## config.mk

```make
export PLATFORM = sky130hd
export DESIGN_NAME = count_capture
export DESIGN_NICKNAME = d
export VERILOG_FILES = /design/src/rtl/count_capture.sv
export SDC_FILE = /design/constraint.sdc
export NUM_CORES = 1
export LEC_CHECK = 0
export ABC_AREA = 1
export CAP_MARGIN = 25
export CELL_PAD_IN_SITES_DETAIL_PLACEMENT = 0
export CELL_PAD_IN_SITES_GLOBAL_PLACEMENT = 1
export CORE_MARGIN = 2
export CORE_UTILIZATION = 40
export CTS_CLUSTER_DIAMETER = 60
export DETAILED_ROUTE_END_ITERATION = 10
export GPL_TIMING_DRIVEN = 1
export PLACE_DENSITY = 0.86
export SLEW_MARGIN = 20
export SYNTH_ARGS = -nofsm -noshare
export SYNTH_HDL_FRONTEND = slang
export SYNTH_SLANG_ARGS = --single-unit
export TNS_END_PERCENT = 30
```

## constraint.sdc

```tcl
create_clock -name clk -period 2.9 [get_ports clk]
set_input_delay 0.435 -clock clk [delete_from_list [all_inputs] [get_ports clk]]
set_output_delay 0.435 -clock clk [all_outputs]
set_load 0.02 [all_outputs]
```

## src/rtl/count_capture.sv

```systemverilog
// count_capture: timestamps rising edges of evt with {wrap epoch, counter value}
// and queues them in a small FIFO for a valid/ready consumer. It also emits
// registered wrap and compare-match pulses derived from the upstream 4-bit count.
// Latency: wrap/match/captures become visible the cycle after the triggering edge.
// Backpressure: rd_ready low holds the head entry; a capture into a full FIFO
// with no simultaneous pop is dropped and latches the sticky ovf flag.

module count_capture #(
  parameter int DEPTH   = 4,   // FIFO entries, power of two in 2..16
  parameter int EPOCH_W = 3    // width of the wrap-epoch counter
) (
  input  logic                       clk,
  input  logic                       rst,
  input  logic [3:0]                 cnt,
  input  logic                       evt,
  input  logic                       cmp_en,
  input  logic [3:0]                 cmp_val,
  input  logic                       rd_ready,
  input  logic                       ovf_clr,
  output logic                       rd_valid,
  output logic [EPOCH_W+3:0]         rd_data,
  output logic                       wrap,
  output logic                       match,
  output logic                       ovf,
  output logic [$clog2(DEPTH):0]     level
);

  localparam int PTR_W  = $clog2(DEPTH);
  localparam int DATA_W = EPOCH_W + 4;

  localparam logic [PTR_W-1:0]   PTR_ONE   = PTR_W'(1);
  localparam logic [PTR_W:0]     LVL_ONE   = (PTR_W + 1)'(1);
  localparam logic [PTR_W:0]     LVL_FULL  = (PTR_W + 1)'(DEPTH);
  localparam logic [EPOCH_W-1:0] EPOCH_ONE = EPOCH_W'(1);

  // ------------------------------------------------------------------
  // Input history and derived events
  // ------------------------------------------------------------------
  logic [3:0]         cnt_q;
  logic               evt_q;
  logic [EPOCH_W-1:0] epoch;

  logic wrap_hit;   // this edge sees the 15 -> 0 rollover
  logic match_hit;  // this edge sees a fresh arrival at cmp_val
  logic rise;       // this edge sees evt go from low to high

  // Only the exact 15->0 step counts as a wrap; skips, holds and
  // backward steps are ignored so the epoch tracks true laps.
  assign wrap_hit  = (cnt_q == 4'd15) && (cnt == 4'd0);

  // Requiring cnt to have changed keeps a held count from re-firing.
  assign match_hit = cmp_en && (cnt == cmp_val) && (cnt != cnt_q);

  assign rise      = evt && !evt_q;

  // Register the previous count and trigger level for edge detection.
  always_ff @(posedge clk or posedge rst) begin
    if (rst) begin
      cnt_q <= 4'd0;
      evt_q <= 1'b0;
    end else begin
      cnt_q <= cnt;
      evt_q <= evt;
    end
  end

  // Epoch counter advances once per counter lap and wraps naturally.
  always_ff @(posedge clk or posedge rst) begin
    if (rst) begin
      epoch <= '0;
    end else if (wrap_hit) begin
      epoch <= epoch + EPOCH_ONE;
    end
  end

  // Registered single-cycle wrap and match pulses.
  always_ff @(posedge clk or posedge rst) begin
    if (rst) begin
      wrap  <= 1'b0;
      match <= 1'b0;
    end else begin
      wrap  <= wrap_hit;
      match <= match_hit;
    end
  end

  // ------------------------------------------------------------------
  // Capture FIFO
  // ------------------------------------------------------------------
  logic [DATA_W-1:0] mem [DEPTH];
  logic [PTR_W-1:0]  wr_ptr;
  logic [PTR_W-1:0]  rd_ptr;

  logic              full;
  logic              pop;
  logic              push_ok;
  logic              drop;
  logic [DATA_W-1:0] push_dat;

  // The captured epoch is the register value, i.e. before any increment
  // happening on this same edge.
  assign push_dat = {epoch, cnt};

  assign full     = (level == LVL_FULL);
  assign rd_valid = (level != '0);
  assign pop      = rd_valid && rd_ready;

  // A full FIFO still accepts a push when the head leaves on the same edge.
  assign push_ok  = rise && (!full || pop);
  assign drop     = rise && full && !pop;

  // No bypass path: the head is always read from storage, so a new entry
  // becomes visible only after the edge that wrote it.
  assign rd_data  = mem[rd_ptr];

  // Storage array; contents are don't-care until written, so no reset.
  always_ff @(posedge clk) begin
    if (push_ok) begin
      mem[wr_ptr] <= push_dat;
    end
  end

  // Pointers wrap modulo DEPTH by virtue of DEPTH being a power of two.
  always_ff @(posedge clk or posedge rst) begin
    if (rst) begin
      wr_ptr <= '0;
      rd_ptr <= '0;
    end else begin
      if (push_ok) begin
        wr_ptr <= wr_ptr + PTR_ONE;
      end
      if (pop) begin
        rd_ptr <= rd_ptr + PTR_ONE;
      end
    end
  end

  // Occupancy: push_ok never fires into a full FIFO without a pop, and pop
  // never fires when empty, so level stays within 0..DEPTH.
  always_ff @(posedge clk or posedge rst) begin
    if (rst) begin
      level <= '0;
    end else begin
      unique case ({push_ok, pop})
        2'b10:   level <= level + LVL_ONE;
        2'b01:   level <= level - LVL_ONE;
        default: level <= level;
      endcase
    end
  end

  // Sticky overflow; a drop on the same edge as ovf_clr keeps it set.
  always_ff @(posedge clk or posedge rst) begin
    if (rst) begin
      ovf <= 1'b0;
    end else if (drop) begin
      ovf <= 1'b1;
    end else if (ovf_clr) begin
      ovf <= 1'b0;
    end
  end

endmodule

```

# Word level (Yosys, flattened, before mapping)
# Memory sizes are Yosys's and may differ from the RTL's.
# Cells that the tools add are included.
# totals
reg_bits	18
latchBits	0
ramBits	28
romBits	0
in_bits	14
output_inout_bits	14
word_cells	42
mem_count	1
# memory_table
name	words	word_bits	rd	rd_clocked_by_memory_dff	write_ports	line_no	rtl
mem	4	7	1	0	1	90	logic [DATA_W-1:0] mem [DEPTH];
# classes
addsub	5
multipliers	0
n_div	0
magnitude_cmp	0
n_eq_ne	6
shift	0
n_mux	5
bitwise_logic	0
n_reduce_logical	16
# op_table
op	count
logical AND 1 bit	8
adder 3 x 1 -> 3 bit, second input constant	2
one-hot mux 3 bit (2 select lines)	1
adder 2 x 1 -> 2 bit, second input constant	2
== test 4 bit	1
== test 4 bit, second input constant	1
zero test 4 bit	1
two-way mux 1 bit	4
inequality test 4 bit	1
nonzero test 2 bit	2
== test 3 bit, second input constant	1
zero test 1 bit	3
nonzero test 3 bit	1
subtractor 3 x 1 -> 3 bit, second input constant	1
== test 2 x 1 -> 1 bit, second input constant	1
== test 2 bit, second input constant	1
logical OR 1 bit	1

# Longest topological paths before layout
# Gate-level depths: netlist of run 1.
# logic_depth
depth_word	6
depth_mapped	10
ltp_nobuf	10

# Worst setup path after synthesis of run 1
# No wires, ideal clock.
# synth_path
path_type	flip-flop to flip-flop
from	register level[0]
to	register level[2]
setup_time_ns	0.079
arrival_time_ns	1.952
required_ns	2.821
path_slack_ns	0.869
path_stages_with_launch	11
path_buffers	0
path_cell_list	dfrtp_1 nor2_1 nand2_2 nand2_2 clkinv_2 ha_1 inv_1 fa_1 or2_2 nand2_1 xor2_1
# synth_via
elab_chain_len	6
word_cells_on_any_way	12
cone_classes	add/sub: 2; eq/ne: 3; mux: 1; reduce/logical: 6
# synth_rtl
item	line_no	rtl
start, declared	25	output logic [$clog2(DEPTH):0] level
start signal, assigned	145	2'b10: level <= level + LVL_ONE;
start signal, assigned	146	2'b01: level <= level - LVL_ONE;
start signal, assigned	147	default: level <= level;
nonzero test 3 bit *	105	assign rd_valid = (level != '0);
via rd_valid	20	output logic rd_valid,
logical AND 1 bit *	106	assign pop = rd_valid && rd_ready;
via pop	95	logic pop;
logical OR 1 bit	109	assign push_ok = rise && (!full || pop);
logical AND 1 bit	109	
== test 2 x 1 -> 1 bit / == test 2 bit (equally long branches)	144	unique case ({push_ok, pop})
one-hot mux 3 bit (2 select lines) / nonzero test 2 bit (equally long branches)	-	
# Mark *: on every way through the listed nets, which the timed path passes. The rest lies on a longest branch.
# A chain may end at the register's enable or synchronous reset.

# Worst setup path after layout of run 1
# layout_path
from	register rd_ptr[0]
to	output rd_data[6]
# layout_via
elab_chain_len	1
# layout_rtl
item	line_no	rtl
start, declared	92	logic [PTR_W-1:0] rd_ptr;
start signal, assigned	133	rd_ptr <= rd_ptr + PTR_ONE;
memory (4 x 7 bit)	-	
end, declared	21	output logic [EPOCH_W+3:0] rd_data,
# Every way passes these cells.

==> impl_metrics.toml, run 1 <==
[final_layout]
n_fill_cell = 460
finalNetCount = 244
final_cell_mix = "nand2_1 (33), edfxtp_1 (28), clkdlybuf4s50_1 (27), inv_1 (26), nor2_1 (26)"
fin_util_pct = 51.5
antenna_cells = 0
drive_above_1_share_pct = 9.82
stdcell_area_um2 = 2480
multi_input_area_um2 = 614
seqCellArea_um2 = 1290
area_delta_synth_final_pct = 21.7
mostFrequentLayoutCell = "nand2_1"
fin_cells = 291

[min_path]
hold_path.class = "flip-flop to flip-flop"
hold_start = "ovf"
worstHoldPathCells = 2

[setup_path]
critPathRequiredTime_ns = 2.47
end_kind = "output pin"
startpoint = "rd_ptr[0]"
r2r_cells = 9
worstSetupPathDepth = 4
path_buf_inv = 2
slowest_delay_ns = 0.64
crit_path_max_fanout = 16
r2r-start = "level[0]"
worst_path_dominant_cell_family = "buffers and inverters"
critPathArrivalTime_ns = 2.13
worstSetupPathType = "flip-flop to output pin"
cp_cell_sequence = "inv_2, o21ai_0, o22ai_1, clkdlybuf4s50_1"
cp_slowest_cell = "clkdlybuf4s50_1"
startpoint_type = "flip-flop"

[timing]
rsz0062_at_grt = "false"
drv_slew = 0
finalSetupTns_ns = 0
hold_viol = 0
finalSetupViolCount = 0
relSlewSlack_pct = 53.1
fmax_ghz = 0.390
fin_skew_ns = 0.00654
tightest_slew_ns = 0.703
holdWs_ns = 0.540
timing.final.crit_share_pct = 88.5
period_minus_slack_ns = 2.57

[drt]
drt_iter0_markers = 98
wire_per_inst_um = 11.3
drt_pass1_iterations = 4
wl_met2_um = 1730
drtAntennaViolNets = 0
drt-total-wl_um = 3290
wl_met3_um = 114
drcViolationCount = 0
met1Wirelength_um = 1420
via_per_inst = 4.42
vias = 1287
top_layer = "met4"

[yosys]
post_synth.cell_area_avg_um2 = 10.8
ys_types = 24
syn_inst = 188
synthesis.area_um2 = 2040
syn-num-nets = 209
synth_top_area_share_pct = 41.3
synthTopCellsByArea = "edfxtp_1 (41%), dfrtp_1 (22%), nand2_1 (6.1%)"
synth-seq-area-share_pct = 63.4
ys_ff_latch = 46
yosys_warnings = 0
yosysTopAreaCell = "edfxtp_1"

[clock_tree]
clk_latency_ns = 0.29
cts_resized = 0
post_cts.repair.setup_buffers = 0
clock-sinks = 46
clkSlewWorstSetupHoldPaths_ns = 0.08
cts_tree = "built"
clock-root-buffer = "clkbuf_8"
cts_max_level = 2
hold_buffers = 0
clk_path_buf_depth = 2
numCtsBuffers = 5

[floorplan]
fp.dieArea_um2 = 5680
coreArea_um2 = 4820
die_y_um = 75.4
ios = 28
start_util_pct = 42.3
chipWidth_um = 75.4
rows = 25

[global_route]
grt_max_degree = 19
first_global_vias = 1249
grt_overflow_total = 0
grt_util_all_layers_pct = 13.2
grt_pass1_wl_um = 5460
antenna_found_initial = 0

[place]
dpl_cell_area_um2 = 2390
dp_hpwl_um = 2290
place_congestion = 0.765
dpl.cell_count = 283
portBuffers = 27

[run_status]
status = "finished clean"

[pwr]
power.density_nw_per_um2 = 826
ir_drop_uv = 269
leakage_nw = 1.06

[run]
maxCapViolCount = 0
[power by group]
part           internal, mW  switching (mW)
registers             0.791           0.106
logic                 0.342           0.438
clock network         0.169           0.201
total                  1.30           0.745
[flip-flops by register name (all words and copies together), names as in the netlist]
| register | cells |
|---|---|
| wr_ptr | 2 |
| level | 3 |
| cnt_q | 4 |
| wrap | 1 |
| mem | 28 |
| ovf | 1 |
| match | 1 |
| epoch | 3 |
| rd_ptr | 2 |
| evt_q | 1 |
[worst reg2reg max path, cell delays in order, from the launching register on]
cell     delay [ns]
dfrtp_1        0.46
nor3_4         0.24
nand2_2        0.11
nand2_4        0.10
ha_1           0.14
inv_1          0.06
fa_1           0.37
or2_2          0.30
nand2_1        0.09
xor2_1         0.15
[logic make-up (layout without fill, tap and decap cells)]
group                    Yosys count  after routing  synth area share, %
buffers and inverters             30             66                 6.45
flip-flops                        46             46                 63.4
AO/OA/AOI/OAI                     25             25                 6.94
adder cells (fa/ha/maj)            7              7                 4.67
XOR/XNOR                           7              7                 3.01
AND/OR/NAND/NOR                   73             73                 15.5
[final cells by class]
| class | instances | area share (%) |
|---|---|---|
| well taps | 67 | 3.38 |
| flip-flops and latches | 46 | 52.1 |
| repair buffers | 30 | 11.8 |
| clock inverters | 3 | 0.858 |
| inverters | 28 | 4.29 |
| clock buffers | 5 | 2.78 |
| multi-input cells | 112 | 24.8 |
[final timing paths]
| check | end | slack [ns] |
|---|---|---|
| max | rd_data[6] | 0.33 |
| min | ovf | 0.54 |
| max reg2reg | level[2] | 0.82 |
| min reg2reg | ovf | 0.54 |
| max in group asynchronous | rd_ptr[0] | 1.91 |
| min in group asynchronous | wrap | 0.55 |
[metal layers]
layer  global-route usage (%)  vias up
met5                        0        -
met3                     3.57        2
met2                     23.5       20
met4                     4.09        0
met1                     15.5      581
li1                         -      684
[cells in the mapped netlist]
| library cell | number |
|---|---|
| nor2_1 | 26 |
| o21ai_2 | 2 |
| xor2_1 | 3 |
| inv_1 | 26 |
| or2_2 | 1 |
| nand2_1 | 33 |
| nor3_4 | 1 |
| edfxtp_1 | 28 |
| buf_6 | 1 |
| clkinv_2 | 1 |
| xnor2_1 | 4 |
| nand3_1 | 6 |
| nand2_2 | 3 |
| o22ai_1 | 7 |
| a21oi_1 | 1 |
| inv_2 | 1 |
| ha_1 | 6 |
| dfrtp_1 | 18 |
| nor2_2 | 1 |
| clkbuf_8 | 1 |
| fa_1 | 1 |
| nand4_1 | 1 |
| o21ai_0 | 15 |
| nand2_4 | 1 |
[through the flow]
step                worst slack, ns  power, mW
floorplan                     0.869       1.40
global placement              0.610       1.69
detailed placement            0.548       1.70
CTS                           0.349       2.07
global route                  0.216       2.21
finish                        0.335       2.05
Power figures use the tool's default switching activity.
==> run 2: changes to the inputs <==
--- a/config.mk
+++ b/config.mk
@@ -13,6 +13,7 @@
 export CORE_UTILIZATION = 40
 export CTS_CLUSTER_DIAMETER = 60
 export DETAILED_ROUTE_END_ITERATION = 10
+export GPL_ROUTABILITY_DRIVEN = 0
 export GPL_TIMING_DRIVEN = 1
 export PLACE_DENSITY = 0.86
 export SLEW_MARGIN = 20
==> results of run 2 <==
Final layout, timing and power as in run 1 (identical DEF).
==> run 3: changes to the inputs <==
--- a/config.mk
+++ b/config.mk
@@ -13,9 +13,10 @@
 export CORE_UTILIZATION = 40
 export CTS_CLUSTER_DIAMETER = 60
 export DETAILED_ROUTE_END_ITERATION = 10
+export DONT_BUFFER_PORTS = 1
 export GPL_ROUTABILITY_DRIVEN = 0
 export GPL_TIMING_DRIVEN = 1
-export PLACE_DENSITY = 0.86
+export PLACE_DENSITY = 0.77
 export SLEW_MARGIN = 20
 export SYNTH_ARGS = -nofsm -noshare
 export SYNTH_HDL_FRONTEND = slang
==> constraint.sdc (replaced) <==
create_clock -name clk -period 2.94 [get_ports clk]
set_input_delay 0.441 -clock clk [delete_from_list [all_inputs] [get_ports clk]]
set_output_delay 0.441 -clock clk [all_outputs]
set_load 0.02 [all_outputs]
==> impl_metrics.toml, run 3 (synthesis gave the netlist of run 1 again) <==
[setup_path]
crit_path_max_fanout = 16
critPathRequiredTime_ns = 2.50
worst_path_dominant_cell_family = "compound AO/OA/AOI/OAI gates"
cp_cell_sequence = "inv_2, o21ai_0, o22ai_1"
worstSetupPathType = "flip-flop to output pin"
end_kind = "output pin"
startpoint_type = "flip-flop"
slowest_delay_ns = 0.58
critPathArrivalTime_ns = 1.78
path_buf_inv = 1
cp_slowest_cell = "dfrtp_1"

[floorplan]
chipWidth_um = 75.4
start_util_pct = 42.3
fp.dieArea_um2 = 5680
ios = 28
rows = 25
die_y_um = 75.4
coreArea_um2 = 4820

[timing]
fmax_ghz = 0.451
drv_slew = 0
relSlewSlack_pct = 54.9
finalSetupViolCount = 0
timing.final.crit_share_pct = 75.4
rsz0062_at_grt = "false"
hold_viol = 0
finalSetupTns_ns = 0
fin_skew_ns = 0.00321
tightest_slew_ns = 0.676
period_minus_slack_ns = 2.22
finalWorstSetupSlack_ns = 0.722

[clock_tree]
clock-root-buffer = "clkbuf_8"
clock-sinks = 46
numCtsBuffers = 5
post_cts.repair.setup_buffers = 0
hold_buffers = 0
cts_max_level = 2
clk_path_buf_depth = 2
clkSlewWorstSetupHoldPaths_ns = 0.08
cts_resized = 0
cts_tree = "built"
clk_latency_ns = 0.29

[pwr]
leakage_nw = 0.936
finalPower_mw = 1.84
power.density_nw_per_um2 = 839
ir_drop_uv = 294

[drt]
vias = 1177
via_per_inst = 4.51
drt_iter0_markers = 108
drt-total-wl_um = 3240
wire_per_inst_um = 12.4
drcViolationCount = 0
drtAntennaViolNets = 0
drt_pass1_iterations = 4

[final_layout]
antenna_cells = 0
drive_above_1_share_pct = 9.79
area_delta_synth_final_pct = 7.49
mostFrequentLayoutCell = "nand2_1"
finalNetCount = 214
regMostFlops = "mem"
reg_top3 = "mem (28), cnt_q (4)"
largest_reg_flops = 28
final_cell_mix = "nand2_1 (33), edfxtp_1 (28), inv_1 (26), nor2_1 (26), dfrtp_1 (18)"

[min_path]
hold_path.class = "primary input to asynchronous set/reset pin"

[global_route]
grt_overflow_total = 0
grt_util_all_layers_pct = 12.8
grt_pass1_wl_um = 5040
antenna_found_initial = 0
first_global_vias = 1052
grt_max_degree = 19

[place]
dp_hpwl_um = 2270
portBuffers = 0
place_ws_ns = 0.808

[run_status]
status = "finished clean"

[run]
maxCapViolCount = 0
==> run 3: cell count changes in the layout (fill, tap and decap cells not counted), sizes merged <==
cell | previous run | this run
clkinv | 3 | 2
inv | 27 | 28
buf | 3 | 0
clkdlybuf4s50 | 27 | 0
==> run 3: area by class of cell <==
| class | instances | area, um^2 |
|---|---|---|
| clock inverter | 3 | 25.0 |
| sequential | 46 | 1290 |
| inverter | 28 | 106 |
| fill | 470 | 2630 |
| tap | 67 | 83.8 |
| multi-input combinational | 112 | 614 |
| clock buffer | 5 | 68.8 |
==> run 3: where the power goes <==
group	internal, mW	leakage [nW]	switching (mW)	total, mW
clock network	0.171	0.0447	0.211	0.382
logic	0.161	0.409	0.374	0.535
registers	0.780	0.482	0.139	0.920
==> run 3: path summary, 6_finish.rpt <==
kind	to	from	slack, ns	depth (start not counted)
max	rd_data[3]	rd_ptr[0]	0.72	3
min	level[0]	rst	0.13	1
max reg2reg	level[2]	level[0]	0.80	10
min reg2reg	wr_ptr[1]	wr_ptr[1]	0.55	2
max in group asynchronous	rd_ptr[1]	rst	2.38	1
min in group clk	cnt_q[1]	cnt[1]	0.17	0
==> run 3: stage by stage <==
stage	std cells	utilization, %	instance area, um^2	hold slack (ns)
after floorplan	188	-	2040	0.380
after global placement	253	43.5	2100	0.470
after detailed placement	253	43.5	2100	0.473
after CTS	261	45.5	2190	0.144
after global routing	261	45.5	2190	0.141
final	261	45.5	2190	0.128
==> run 3: routing by layer <==
metal / GRT usage (%) / vias to the layer above / wire length [um]
li1: - / 624 / -
met1: 15.8 / 538 / 1510
met2: 20.4 / 13 / 1620
met3: 3.84 / 2 / 71
met4: 7.02 / 0 / 41
met5: 0 / - / 0
